--- src/rtl/dflow_gen_pkg.sv ---
// Shared definitions for the dataflow 5-tuple generator: register map, mode and
// FSM encodings, tuple field positions and the LFSR step function.
package dflow_gen_pkg;

    localparam logic [5:0] OFF_CTRL     = 6'h00;
    localparam logic [5:0] OFF_SRC_IP   = 6'h04;
    localparam logic [5:0] OFF_DST_IP   = 6'h08;
    localparam logic [5:0] OFF_PORTS    = 6'h0C;
    localparam logic [5:0] OFF_PROTO    = 6'h10;
    localparam logic [5:0] OFF_LEN      = 6'h14;
    localparam logic [5:0] OFF_TARGET   = 6'h18;
    localparam logic [5:0] OFF_SENT_CNT = 6'h1C;
    localparam logic [5:0] OFF_STATUS   = 6'h20;

    localparam logic [1:0] MODE_SEQ   = 2'b00;
    localparam logic [1:0] MODE_RAND  = 2'b01;
    localparam logic [1:0] MODE_FIXED = 2'b10;

    typedef enum logic [1:0] {
        ST_IDLE = 2'b00,
        ST_RUN  = 2'b01,
        ST_DONE = 2'b10
    } state_e;

    localparam int TUPLE_BITS   = 104;
    localparam int SRC_IP_MSB   = 103;
    localparam int SRC_IP_LSB   = 72;
    localparam int DST_IP_MSB   = 71;
    localparam int DST_IP_LSB   = 40;
    localparam int SRC_PORT_MSB = 39;
    localparam int SRC_PORT_LSB = 24;
    localparam int DST_PORT_MSB = 23;
    localparam int DST_PORT_LSB = 8;
    localparam int PROTO_MSB    = 7;
    localparam int PROTO_LSB    = 0;

    localparam logic [31:0] LFSR_SEED = 32'h0000_0001;
    // Right-shifting Galois form of x^32 + x^22 + x^2 + x + 1.
    localparam logic [31:0] LFSR_TAPS = 32'h8020_0003;

    function automatic logic [31:0] lfsr_step(input logic [31:0] s);
        lfsr_step = (s >> 1) ^ (s[0] ? LFSR_TAPS : 32'h0000_0000);
    endfunction

endpackage

--- src/rtl/dflow_lfsr.sv ---
// 32-bit Galois LFSR that steps once per cycle when advance is high.
module dflow_lfsr
    import dflow_gen_pkg::*;
(
    input  logic        clk,
    input  logic        resetn,
    input  logic        advance,
    output logic [31:0] state
);

    logic [31:0] r_state;

    // LFSR state register
    always_ff @(posedge clk or negedge resetn) begin
        if (!resetn) begin
            r_state <= LFSR_SEED;
        end else if (advance) begin
            r_state <= lfsr_step(r_state);
        end else begin
            r_state <= r_state;
        end
    end

    assign state = r_state;

endmodule

--- src/rtl/dflow_tuple_gen.sv ---
// Synthetic 5-tuple traffic generator with a register bus and valid/ready output.
// Tuples are built from the next-cycle config values so a write landing with a handshake shapes the next tuple.
module dflow_tuple_gen
    import dflow_gen_pkg::*;
#(
    parameter int NUM_FLOWS = 16,
    parameter int LEN_W     = 16,
    parameter int TUPLE_W   = 104
) (
    input  logic               clk,
    input  logic               resetn,
    input  logic               reg_req,
    input  logic               reg_rd_wr_L,
    input  logic [31:0]        reg_addr,
    input  logic [31:0]        reg_wr_data,
    output logic               reg_ack,
    output logic [31:0]        reg_rd_data,
    output logic [TUPLE_W-1:0] five_tuple_data_out,
    output logic [LEN_W-1:0]   pkt_len_out,
    output logic               tuple_out_vld,
    input  logic               tuple_out_ready
);

    localparam int IDX_W = $clog2(NUM_FLOWS);

    logic               r_enable;
    logic [1:0]         r_mode;
    logic [31:0]        r_src_ip;
    logic [31:0]        r_dst_ip;
    logic [15:0]        r_src_port;
    logic [15:0]        r_dst_port;
    logic [7:0]         r_proto;
    logic [15:0]        r_len_min;
    logic [15:0]        r_len_max;
    logic [31:0]        r_target;
    logic [31:0]        r_sent_cnt;
    state_e             r_state;
    logic [IDX_W-1:0]   r_idx;
    logic [15:0]        r_cur_len;
    logic               r_vld;
    logic [TUPLE_W-1:0] r_tuple;
    logic [LEN_W-1:0]   r_len_out;
    logic               r_ack;
    logic [31:0]        r_rd_data;

    logic               w_wr;
    logic               w_rd;
    logic [5:0]         w_off;
    logic               w_unused_ok;
    logic               w_enable_nx;
    logic [1:0]         w_mode_nx;
    logic [31:0]        w_src_ip_nx;
    logic [31:0]        w_dst_ip_nx;
    logic [15:0]        w_src_port_nx;
    logic [15:0]        w_dst_port_nx;
    logic [7:0]         w_proto_nx;
    logic [15:0]        w_len_min_nx;
    logic [15:0]        w_len_max_nx;
    logic [31:0]        w_target_nx;
    logic               w_hs;
    logic [31:0]        w_cnt_inc;
    logic               w_target_hit;
    state_e             w_state_nx;
    logic               w_load;
    logic               w_start;
    logic               w_vld_nx;
    logic               w_lfsr_adv;
    logic [31:0]        w_lfsr_state;
    logic [31:0]        w_lfsr_step;
    logic [IDX_W-1:0]   w_idx_nx;
    logic [15:0]        w_len_nx;
    logic [TUPLE_BITS-1:0] w_tuple_nx;
    logic [31:0]        w_rd_mux;

    assign w_wr        = reg_req & ~reg_rd_wr_L;
    assign w_rd        = reg_req & reg_rd_wr_L;
    assign w_off       = reg_addr[5:0];
    assign w_unused_ok = ^reg_addr[31:6];

    assign w_enable_nx   = (w_wr && w_off == OFF_CTRL)   ? reg_wr_data[0]     : r_enable;
    assign w_mode_nx     = (w_wr && w_off == OFF_CTRL)   ? reg_wr_data[2:1]   : r_mode;
    assign w_src_ip_nx   = (w_wr && w_off == OFF_SRC_IP) ? reg_wr_data        : r_src_ip;
    assign w_dst_ip_nx   = (w_wr && w_off == OFF_DST_IP) ? reg_wr_data        : r_dst_ip;
    assign w_src_port_nx = (w_wr && w_off == OFF_PORTS)  ? reg_wr_data[31:16] : r_src_port;
    assign w_dst_port_nx = (w_wr && w_off == OFF_PORTS)  ? reg_wr_data[15:0]  : r_dst_port;
    assign w_proto_nx    = (w_wr && w_off == OFF_PROTO)  ? reg_wr_data[7:0]   : r_proto;
    assign w_len_max_nx  = (w_wr && w_off == OFF_LEN)    ? reg_wr_data[31:16] : r_len_max;
    assign w_len_min_nx  = (w_wr && w_off == OFF_LEN)    ? reg_wr_data[15:0]  : r_len_min;
    assign w_target_nx   = (w_wr && w_off == OFF_TARGET) ? reg_wr_data        : r_target;

    assign w_hs         = r_vld & tuple_out_ready;
    assign w_cnt_inc    = (r_sent_cnt == 32'hFFFF_FFFF) ? r_sent_cnt : r_sent_cnt + 32'd1;
    assign w_target_hit = (r_target != 32'd0) && (w_cnt_inc == r_target);
    assign w_lfsr_adv   = w_hs & (w_mode_nx == MODE_RAND);
    assign w_lfsr_step  = lfsr_step(w_lfsr_state);

    dflow_lfsr u_lfsr (
        .clk     (clk),
        .resetn  (resetn),
        .advance (w_lfsr_adv),
        .state   (w_lfsr_state)
    );

    // Configuration registers
    always_ff @(posedge clk or negedge resetn) begin
        if (!resetn) begin
            r_enable   <= 1'b0;
            r_mode     <= 2'b00;
            r_src_ip   <= 32'd0;
            r_dst_ip   <= 32'd0;
            r_src_port <= 16'd0;
            r_dst_port <= 16'd0;
            r_proto    <= 8'd0;
            r_len_min  <= 16'd0;
            r_len_max  <= 16'd0;
            r_target   <= 32'd0;
        end else begin
            r_enable   <= w_enable_nx;
            r_mode     <= w_mode_nx;
            r_src_ip   <= w_src_ip_nx;
            r_dst_ip   <= w_dst_ip_nx;
            r_src_port <= w_src_port_nx;
            r_dst_port <= w_dst_port_nx;
            r_proto    <= w_proto_nx;
            r_len_min  <= w_len_min_nx;
            r_len_max  <= w_len_max_nx;
            r_target   <= w_target_nx;
        end
    end

    // FSM next state, tuple-load strobes and next valid
    always_comb begin
        w_state_nx = r_state;
        w_load     = 1'b0;
        w_start    = 1'b0;
        w_vld_nx   = r_vld;
        case (r_state)
            ST_IDLE: begin
                if (r_enable) begin
                    w_state_nx = ST_RUN;
                    w_start    = 1'b1;
                    w_load     = 1'b1;
                    w_vld_nx   = 1'b1;
                end else begin
                    w_vld_nx   = 1'b0;
                end
            end
            ST_RUN: begin
                if (w_hs && w_target_hit) begin
                    w_state_nx = ST_DONE;
                    w_vld_nx   = 1'b0;
                end else if (!r_enable && (w_hs || !r_vld)) begin
                    w_state_nx = ST_IDLE;
                    w_vld_nx   = 1'b0;
                end else if (w_hs) begin
                    w_load     = 1'b1;
                    w_vld_nx   = 1'b1;
                end else begin
                    w_vld_nx   = r_vld;
                end
            end
            ST_DONE: begin
                w_vld_nx = 1'b0;
                if (!r_enable) begin
                    w_state_nx = ST_IDLE;
                end else begin
                    w_state_nx = ST_DONE;
                end
            end
            default: begin
                w_state_nx = ST_IDLE;
                w_vld_nx   = 1'b0;
            end
        endcase
    end

    // Flow index, packet length and tuple for the next load
    always_comb begin
        w_idx_nx = '0;
        case (w_mode_nx)
            MODE_SEQ:  w_idx_nx = w_start ? '0 : r_idx + IDX_W'(1);
            MODE_RAND: w_idx_nx = w_start ? w_lfsr_state[IDX_W-1:0] : w_lfsr_step[IDX_W-1:0];
            default:   w_idx_nx = '0;
        endcase

        // Out-of-window current length (min/max rewritten mid-run) restarts at min.
        if (w_mode_nx == MODE_SEQ && !w_start && w_len_min_nx < w_len_max_nx
            && r_cur_len >= w_len_min_nx && r_cur_len < w_len_max_nx) begin
            w_len_nx = r_cur_len + 16'd1;
        end else begin
            w_len_nx = w_len_min_nx;
        end

        w_tuple_nx = '0;
        w_tuple_nx[SRC_IP_MSB:SRC_IP_LSB]     = w_src_ip_nx + 32'(w_idx_nx);
        w_tuple_nx[DST_IP_MSB:DST_IP_LSB]     = w_dst_ip_nx;
        w_tuple_nx[SRC_PORT_MSB:SRC_PORT_LSB] = w_src_port_nx;
        w_tuple_nx[DST_PORT_MSB:DST_PORT_LSB] = w_dst_port_nx + 16'(w_idx_nx);
        w_tuple_nx[PROTO_MSB:PROTO_LSB]       = w_proto_nx;
    end

    // State register and sent counter
    always_ff @(posedge clk or negedge resetn) begin
        if (!resetn) begin
            r_state    <= ST_IDLE;
            r_sent_cnt <= 32'd0;
        end else begin
            r_state <= w_state_nx;
            if (w_start) begin
                r_sent_cnt <= 32'd0;
            end else if (w_hs) begin
                r_sent_cnt <= w_cnt_inc;
            end else begin
                r_sent_cnt <= r_sent_cnt;
            end
        end
    end

    // Output tuple registers; held whenever no load occurs
    always_ff @(posedge clk or negedge resetn) begin
        if (!resetn) begin
            r_vld     <= 1'b0;
            r_tuple   <= '0;
            r_len_out <= '0;
            r_cur_len <= 16'd0;
            r_idx     <= '0;
        end else begin
            r_vld <= w_vld_nx;
            if (w_load) begin
                r_tuple   <= TUPLE_W'(w_tuple_nx);
                r_len_out <= LEN_W'(w_len_nx);
                r_cur_len <= w_len_nx;
                r_idx     <= w_idx_nx;
            end else begin
                r_tuple   <= r_tuple;
                r_len_out <= r_len_out;
                r_cur_len <= r_cur_len;
                r_idx     <= r_idx;
            end
        end
    end

    // Register read multiplexer
    always_comb begin
        w_rd_mux = 32'd0;
        case (w_off)
            OFF_CTRL:     w_rd_mux = {29'd0, r_mode, r_enable};
            OFF_SRC_IP:   w_rd_mux = r_src_ip;
            OFF_DST_IP:   w_rd_mux = r_dst_ip;
            OFF_PORTS:    w_rd_mux = {r_src_port, r_dst_port};
            OFF_PROTO:    w_rd_mux = {24'd0, r_proto};
            OFF_LEN:      w_rd_mux = {r_len_max, r_len_min};
            OFF_TARGET:   w_rd_mux = r_target;
            OFF_SENT_CNT: w_rd_mux = r_sent_cnt;
            OFF_STATUS:   w_rd_mux = {29'd0, (r_state == ST_DONE), r_state};
            default:      w_rd_mux = 32'd0;
        endcase
    end

    // Bus response: ack one cycle after every request, data only for reads
    always_ff @(posedge clk or negedge resetn) begin
        if (!resetn) begin
            r_ack     <= 1'b0;
            r_rd_data <= 32'd0;
        end else begin
            r_ack     <= reg_req;
            r_rd_data <= w_rd ? w_rd_mux : 32'd0;
        end
    end

    assign reg_ack             = r_ack;
    assign reg_rd_data         = r_rd_data;
    assign tuple_out_vld       = r_vld;
    assign five_tuple_data_out = r_tuple;
    assign pkt_len_out         = r_len_out;

endmodule
--- config.mk ---
export PLATFORM = sky130hd
export DESIGN_NAME = dflow_tuple_gen
export DESIGN_NICKNAME = d
export VERILOG_FILES = /design/src/rtl/dflow_gen_pkg.sv /design/src/rtl/dflow_lfsr.sv /design/src/rtl/dflow_tuple_gen.sv
export SDC_FILE = /design/constraint.sdc
export NUM_CORES = 1
export LEC_CHECK = 0
export BUFFER_PORTS_ARGS = -buffer_cell sky130_fd_sc_hd__buf_4
export CORE_MARGIN = 10
export CORE_UTILIZATION = 55
export DETAILED_ROUTE_END_ITERATION = 7
export GPL_TIMING_DRIVEN = 0
export HOLD_SLACK_MARGIN = 0.06
export PLACE_DENSITY_LB_ADDON = 0.08
export SLEW_MARGIN = 20
export SYNTH_ARGS = -nofsm -noshare
export SYNTH_HDL_FRONTEND = slang
export SYNTH_SLANG_ARGS = --single-unit
--- constraint.sdc ---
create_clock -name clk -period 5.67 [get_ports clk]
set_input_delay 1.134 -clock clk [delete_from_list [all_inputs] [get_ports clk]]
set_output_delay 1.134 -clock clk [all_outputs]
set_load 0.02 [all_outputs]
==> results of run 1 <==
[worst max-delay path, cell delays in order]
cell	delay, ps
clkbuf_1	170
nor3b_1	360
and3b_1	200
clkbuf_2	250
nand2_2	250
clkbuf_2	330
buf_4	300
mux2_2	290
ha_1	160
inv_1	50
fa_1	420
nor2b_1	130
o21ai_0	80
nand2b_1	150
o211ai_1	260
nor3_2	430
nand3_2	230
nor3_1	280
xnor2_1	110
mux2_4	270
[flip-flops by register name, indices dropped and copies added, names as in the netlist]
register,cells
r_idx,4
reg_rd_data,32
r_dst_port,16
r_target,32
r_enable,1
r_src_ip,32
tuple_out_vld,1
r_mode,2
r_proto,8
r_len_min,16
r_dst_ip,32
r_len_max,16
u_lfsr.state,32
r_sent_cnt,32
five_tuple_data_out,104
r_src_port,16
reg_ack,1
r_state,2
pkt_len_out,16
[area by class of cell]
type,count,area [um^2]
fillers,2919,12600
multi-input cells,1285,10000
flip-flops and latches,395,9890
repair buffers,198,1570
clock buffers,64,1240
well taps,468,586
plain buffers,98,452
inverters,77,289
clock inverters,12,141
[power groups by stage]
stage | combinational [mW] | sequential [mW] | clock [mW]
floorplan | 1.06 | 3.63 | 0
global placement | 2.01 | 3.51 | 0
detailed placement | 2.07 | 3.51 | 0
global route | 2.28 | 3.51 | 2.96
CTS | 2.10 | 3.47 | 2.84
finish | 2.10 | 3.48 | 2.81
[kinds of logic after synthesis]
logic type | count (synthesis) | synth area share, %
and+or+nand+nor | 469 | 11.5
DFF | 395 | 48.0
muxes | 342 | 18.7
AOI/OAI and AO/OA | 298 | 9.62
buffers and inverters | 177 | 3.59
xor gates and xnor gates | 117 | 4.97
adders and majority gates | 59 | 3.66
[worst min path at each step]
stage | start | cells after the start | endpoint
floorplan | r_src_port[9] | 2 | r_src_port[9]
global placement | u_lfsr.state[26] | 1 | u_lfsr.state[25]
detailed placement | u_lfsr.state[15] | 1 | u_lfsr.state[14]
CTS | resetn | 1 | r_sent_cnt[20]
global route | five_tuple_data_out[54] | 1 | five_tuple_data_out[54]
finish | u_lfsr.state[18] | 1 | u_lfsr.state[17]
[synthesized netlist by cell type (all sizes together), types with 15 or more instances]
cell type  count  share of area [%]
dfrtp        394                 48
mux2         249                 14
nor2         124                2.3
nand2        103                1.9
mux2i         93                4.5
xnor2         86                3.7
a21oi         82                2.0
inv           77                1.4
clkbuf        63                1.2
o21ai         59                1.5
ha            57                3.5
nand3         46                1.1
nor3          44                1.1
nand4         38                1.2
a221oi        37                1.6
buf           37                1.0
a22oi         33                1.2
xor2          31                1.3
nor4          28               0.94
a21o          20               0.73
or3           19               0.58
and3          15               0.46
[layer usage]
metal  up-vias  wire length [um]  GRT usage, %
met5         -                13             0
met4         2              2420          11.2
met3       134              4480          4.37
met2       706             32800          49.2
met1      8270             27800          38.0
li1       7184                 -             -
[what timing repair did]
| item | 4_1_cts | 5_1_grt |
|---|---|---|
| buffers inserted | 1 | 0 |
| hold buffers | 0 | 0 |
| pin swaps | 1 | 0 |
| setup endpoints to repair | 41 | 24 |
| gates resized for setup | 10 | 10 |
==> flow_summary_export.csv, run 1 <==
group,metric,value,unit
clocking,clock_latency,580,ps
die,core,36800,um^2
placed_design,placed_area,22800,um^2
final_layout,drive_gt1_share,27.0,%
routing,drt_first_pass_iters,6,
timing,finalSetupTns,0,ps
power,power.internal,5.70,mW
worst_setup_path,worstReg2RegStart,"r_sent_cnt[1]",
clocking,clk_pin_slew,60,ps
synthesis,ys.flop_type,"dfrtp_1",
die,io_pins,223,
synthesis,synthesis.area,20600,um^2
synthesis,seq_area_frac_synth,48.0,%
power,p_clk_share,33.5,%
power,ir_drop,0.296,mV
timing,final_hold_viol_count,0,
final_layout,diodes,0,
global_routing,grt_pass1_vias,16596,
routing,wirelength,67500,um
final_layout,fin_util,65.8,%
timing,finalMaxSlewViolations,0,
power,p_comb_share,25.0,%
timing,hold_slack,494,ps
worst_setup_path,path_class,"input pin to flip-flop",
global_routing,grt_usage,29.4,%
synthesis,synth_edf_count,0,
outcome,run_status,"finished clean",
routing,drc,0,
worst_setup_path,startpoint,"reg_addr[4]",
routing,final_antenna_net_count,0,
synthesis,async_reset_ff_share,100,%
clocking,numCtsBuffers,42,
timing,max_freq,0.183,GHz
worst_setup_path,cp-endpoint,"five_tuple_data_out[100]",
min_path,hp-class,"flip-flop to flip-flop",
die,start_util,56.0,%
die,die_h,214,um
worst_setup_path,start_kind,"input pin",
final_layout,final_nets,2225,
worst_setup_path,r2r-end,"five_tuple_data_out[69]",
final_layout,post-route-cell-area,24200,um^2
die,die-area,45600,um^2
clocking,cts_tree,"built",
power,p_sw_share,32.0,%
timing,rsz0062_at_grt,"no",
power,powerDensity,346,nW/um^2
placed_design,post-dp-hpwl,52100,um
die,die_w,214,um
final_layout,final_common_cell,"dfrtp_1",
synthesis,syn_inst,1857,
routing,vias_per_cell,6.27,
job,maxCapViolCount,0,
final_layout,synthToLayoutAreaGrowth,17.5,%
worst_setup_path,reg2reg_depth,13,
final_layout,layout_common_cells,"394 x dfrtp_1, 217 x mux2_2, 195 x buf_4, 124 x nor2_1, 101 x nand2_1",
global_routing,grt_antenna_before_repair,1,
synthesis,syn-num-nets,1985,
worst_setup_path,endpoint_kind,"flip-flop",
timing,period_needed,5460,ps
worst_setup_path,cp.arrival,5900,ps
power,seqPwrFrac,41.5,%
synthesis,ys_ff_latch,395,
placed_design,place_ws,-1710,ps
synthesis,ys_types,73,
timing,setup_viol,0,
clocking,cts.htree.levels,2,
power,p_switching,2.69,mW
die,core.rowCount,70,
placed_design,port_buffers,193,
worst_setup_path,cp_max_fo,19,
worst_setup_path,reg2reg_slack,300,ps
worst_setup_path,required,6110,ps
power,power,8.38,mW
routing,drtIter0Drc,1422,
placed_design,dp_cells,2522,
clocking,cts-root-buf,"clkbuf_16",
synthesis,avgSynthCellArea,11.1,um^2
placed_design,gp_congestion,0.984,
final_layout,final_cells,2597,
timing,worstMarginPinSlew,1110,ps
timing,period_share,96.3,%
timing,worst_slack,210,ps
synthesis,yosysWarnings,0,
global_routing,overflow,0,
clocking,max-clock-path-buffers,3,
power,power_leakage,11.7,nW
timing,skew,21.5,ps
routing,dr_total_vias,16296,
global_routing,grt_pass1_wl,101000,um
clocking,clock-sinks,395,
routing,wl_per_cell,26.0,um
timing,slew_headroom,25.9,%
global_routing,grt_start_max_net_pins,101,
(Power assumes the default switching activity.)
==> inputs of run 2 (changes only) <==
--- a/config.mk
+++ b/config.mk
@@ -9,4 +9,5 @@
 export CORE_MARGIN = 10
 export CORE_UTILIZATION = 55
+export CTS_CLUSTER_SIZE = 20
 export DETAILED_ROUTE_END_ITERATION = 7
 export GPL_TIMING_DRIVEN = 0
==> constraint.sdc (replaced) <==
create_clock -name clk -period 5.67 [get_ports clk]
set_input_delay 0.8505 -clock clk [delete_from_list [all_inputs] [get_ports clk]]
set_output_delay 0.8505 -clock clk [all_outputs]
set_load 0.02 [all_outputs]
==> run 2 against run 1 <==
Die area unchanged. Clock power about the same. Hold slack got worse by 280 ps. Design area decreased by 0.17%. Clock skew increased by 2.2 ps. Wire length decreased by 0.27%. Critical path depth decreased by 2. Clock-buffer cell count decreased by 1. Largest power group unchanged. Cell count about the same. Combinational power about the same. First-iteration DRC count increased by 11%. Utilization decreased by 0.11 points.
==> flow_summary_export.csv, run 2 (synthesis gave the netlist of run 1 again) <==
group,metric,value,unit
final_layout,layout_common_cells,"394 x dfrtp_1, 217 x mux2_2, 195 x buf_4, 124 x nor2_1, 101 x nand2_1",
clocking,cts-root-buf,"clkbuf_16",
power,power_leakage,11.7,nW
clocking,clock-sinks,395,
global_routing,grt_usage,29.3,%
placed_design,port_buffers,193,
timing,period_share,95.8,%
placed_design,gp_congestion,0.984,
clocking,clk_pin_slew,70,ps
clocking,numCtsBuffers,42,
worst_setup_path,cp_slowest_cell,"clkbuf_1",
timing,max_freq,0.184,GHz
final_layout,drive_gt1_share,26.7,%
final_layout,final_common_cell,"dfrtp_1",
worst_setup_path,required,6130,ps
clocking,cts_tree,"built",
die,core,36800,um^2
clocking,cts.htree.levels,2,
final_layout,synthToLayoutAreaGrowth,17.3,%
worst_setup_path,start_kind,"input pin",
routing,final_antenna_net_count,0,
die,die_h,214,um
timing,worstMarginPinSlew,1100,ps
worst_setup_path,endpoint_kind,"flip-flop",
worst_setup_path,path_class,"input pin to flip-flop",
power,powerDensity,346,nW/um^2
routing,vias_per_cell,6.26,
die,die_w,214,um
timing,period_needed,5430,ps
min_path,hp-class,"input pin to async pin",
timing,slew_headroom,26.8,%
placed_design,placed_area,22800,um^2
clocking,clock_latency,580,ps
worst_setup_path,critPathMostFrequentCell,"clkbuf_1",
timing,finalMaxSlewViolations,0,
clocking,max-clock-path-buffers,3,
routing,wirelength,67300,um
global_routing,grt_pass1_wl,101000,um
worst_setup_path,cp_max_fo,10,
power,ir_drop,0.296,mV
routing,wl_per_cell,25.9,um
final_layout,final_nets,2226,
placed_design,post-dp-hpwl,52100,um
final_layout,diodes,0,
global_routing,grt_start_max_net_pins,101,
global_routing,overflow,0,
timing,rsz0062_at_grt,"no",
worst_setup_path,cp.arrival,5890,ps
final_layout,post-route-cell-area,24200,um^2
routing,drtIter0Drc,1579,
global_routing,grt_pass1_vias,16579,
die,core.rowCount,70,
timing,skew,23.7,ps
routing,drt_first_pass_iters,5,
die,die-area,45600,um^2
timing,hold_slack,211,ps
job,maxCapViolCount,0,
routing,dr_total_vias,16254,
routing,drc,0,
global_routing,grt_antenna_before_repair,1,
timing,final_hold_viol_count,0,
die,start_util,56.0,%
worst_setup_path,max_stage_delay,690,ps
final_layout,largest_reg_flops,104,
outcome,run_status,"finished clean",
worst_setup_path,crit_chain,"buf_4 -> nor2b_1 -> clkbuf_1 -> nand3_1 -> clkbuf_1 -> clkbuf_1 -> mux2_2 -> ha_1 -> a21o_1 -> a21o_1 -> a21oi_1 -> nor2_1 -> nand3_1 -> or3_1 -> or3_1 -> nor3_1 -> xnor2_1 -> mux2_2",
die,io_pins,223,
timing,setup_viol,0,
## run 2: changes by cell type in the layout (fill, tap and decap cells not counted)
cell	change
nand3_1	+3
clkbuf_8	-2
buf_2	+1
nor4_4	-1
clkinv_2	+1
buf_1	+1
clkbuf_1	+2
nand3_2	-3
nor4_2	+1
clkbuf_2	-2
## run 2: final cells by class
type	count	area (um^2)
fillers	2938	12600
multi-input cells	1285	10000
flip-flops and latches	395	9890
repair buffers	199	1580
clock buffers	63	1220
well taps	468	586
plain buffers	98	447
inverters	77	289
clock inverters	13	146
## run 2: path summary, 6_finish.rpt
path / startpoint / to / slack (ps) / cells after the start
min in group clk: reg_req / reg_ack / 430 / 1
setup reg to reg: r_sent_cnt[1] / five_tuple_data_out[69] / 280 / 13
setup / recovery: reg_req / five_tuple_data_out[21] / 240 / 18
hold reg to reg: u_lfsr.state[18] / u_lfsr.state[17] / 490 / 1
hold / removal: resetn / r_sent_cnt[20] / 210 / 1
max in group asynchronous: resetn / five_tuple_data_out[15] / 4200 / 3
## run 2: repair_timing
item                       in CTS  in global routing
setup buffers                   0                  2
pin swaps                       0                  1
resized for setup               5                  6
setup endpoints to repair      37                 29
hold buffers                    0                  0
## run 2: routing by layer
layer  wire, um  vias to the layer above  global-route usage, %
met5         13                        -                      0
met2      32600                      687                   49.0
li1           -                     7187                      -
met1      27800                     8239                   37.9
met4       2380                        2                   10.3
met3       4450                      139                   4.86
## run 2: through the flow
stage	worst slack (ps)	total power, mW	util, %	std cells	TNS (ps)
detailed placement	-1430	5.58	61.9	2522	-39460
floorplan	563	4.69	-	1857	0
global route	54.4	8.72	65.7	2598	0
finish	240	8.36	65.7	2598	0
global placement	-1360	5.52	61.5	2518	-65050
CTS	39.7	8.37	65.6	2597	0
## run 2: report_power, final
part,total (mW),switching (mW),leakage (nW),internal (mW)
clock network,2.79,1.17,0.674,1.63
logic,2.09,1.17,5.68,0.919
registers,3.48,0.351,5.38,3.13
total,8.36,2.69,11.7,5.67
## run 2: critical path: cells and delay by family
family / cells / cell delay, ps
buffers and inverters: 4 / 1630
AOI/OAI and AO/OA: 3 / 340
xor gates and xnor gates: 1 / 100
and+or+nand+nor: 7 / 1920
adders and majority gates: 1 / 300
muxes: 2 / 720
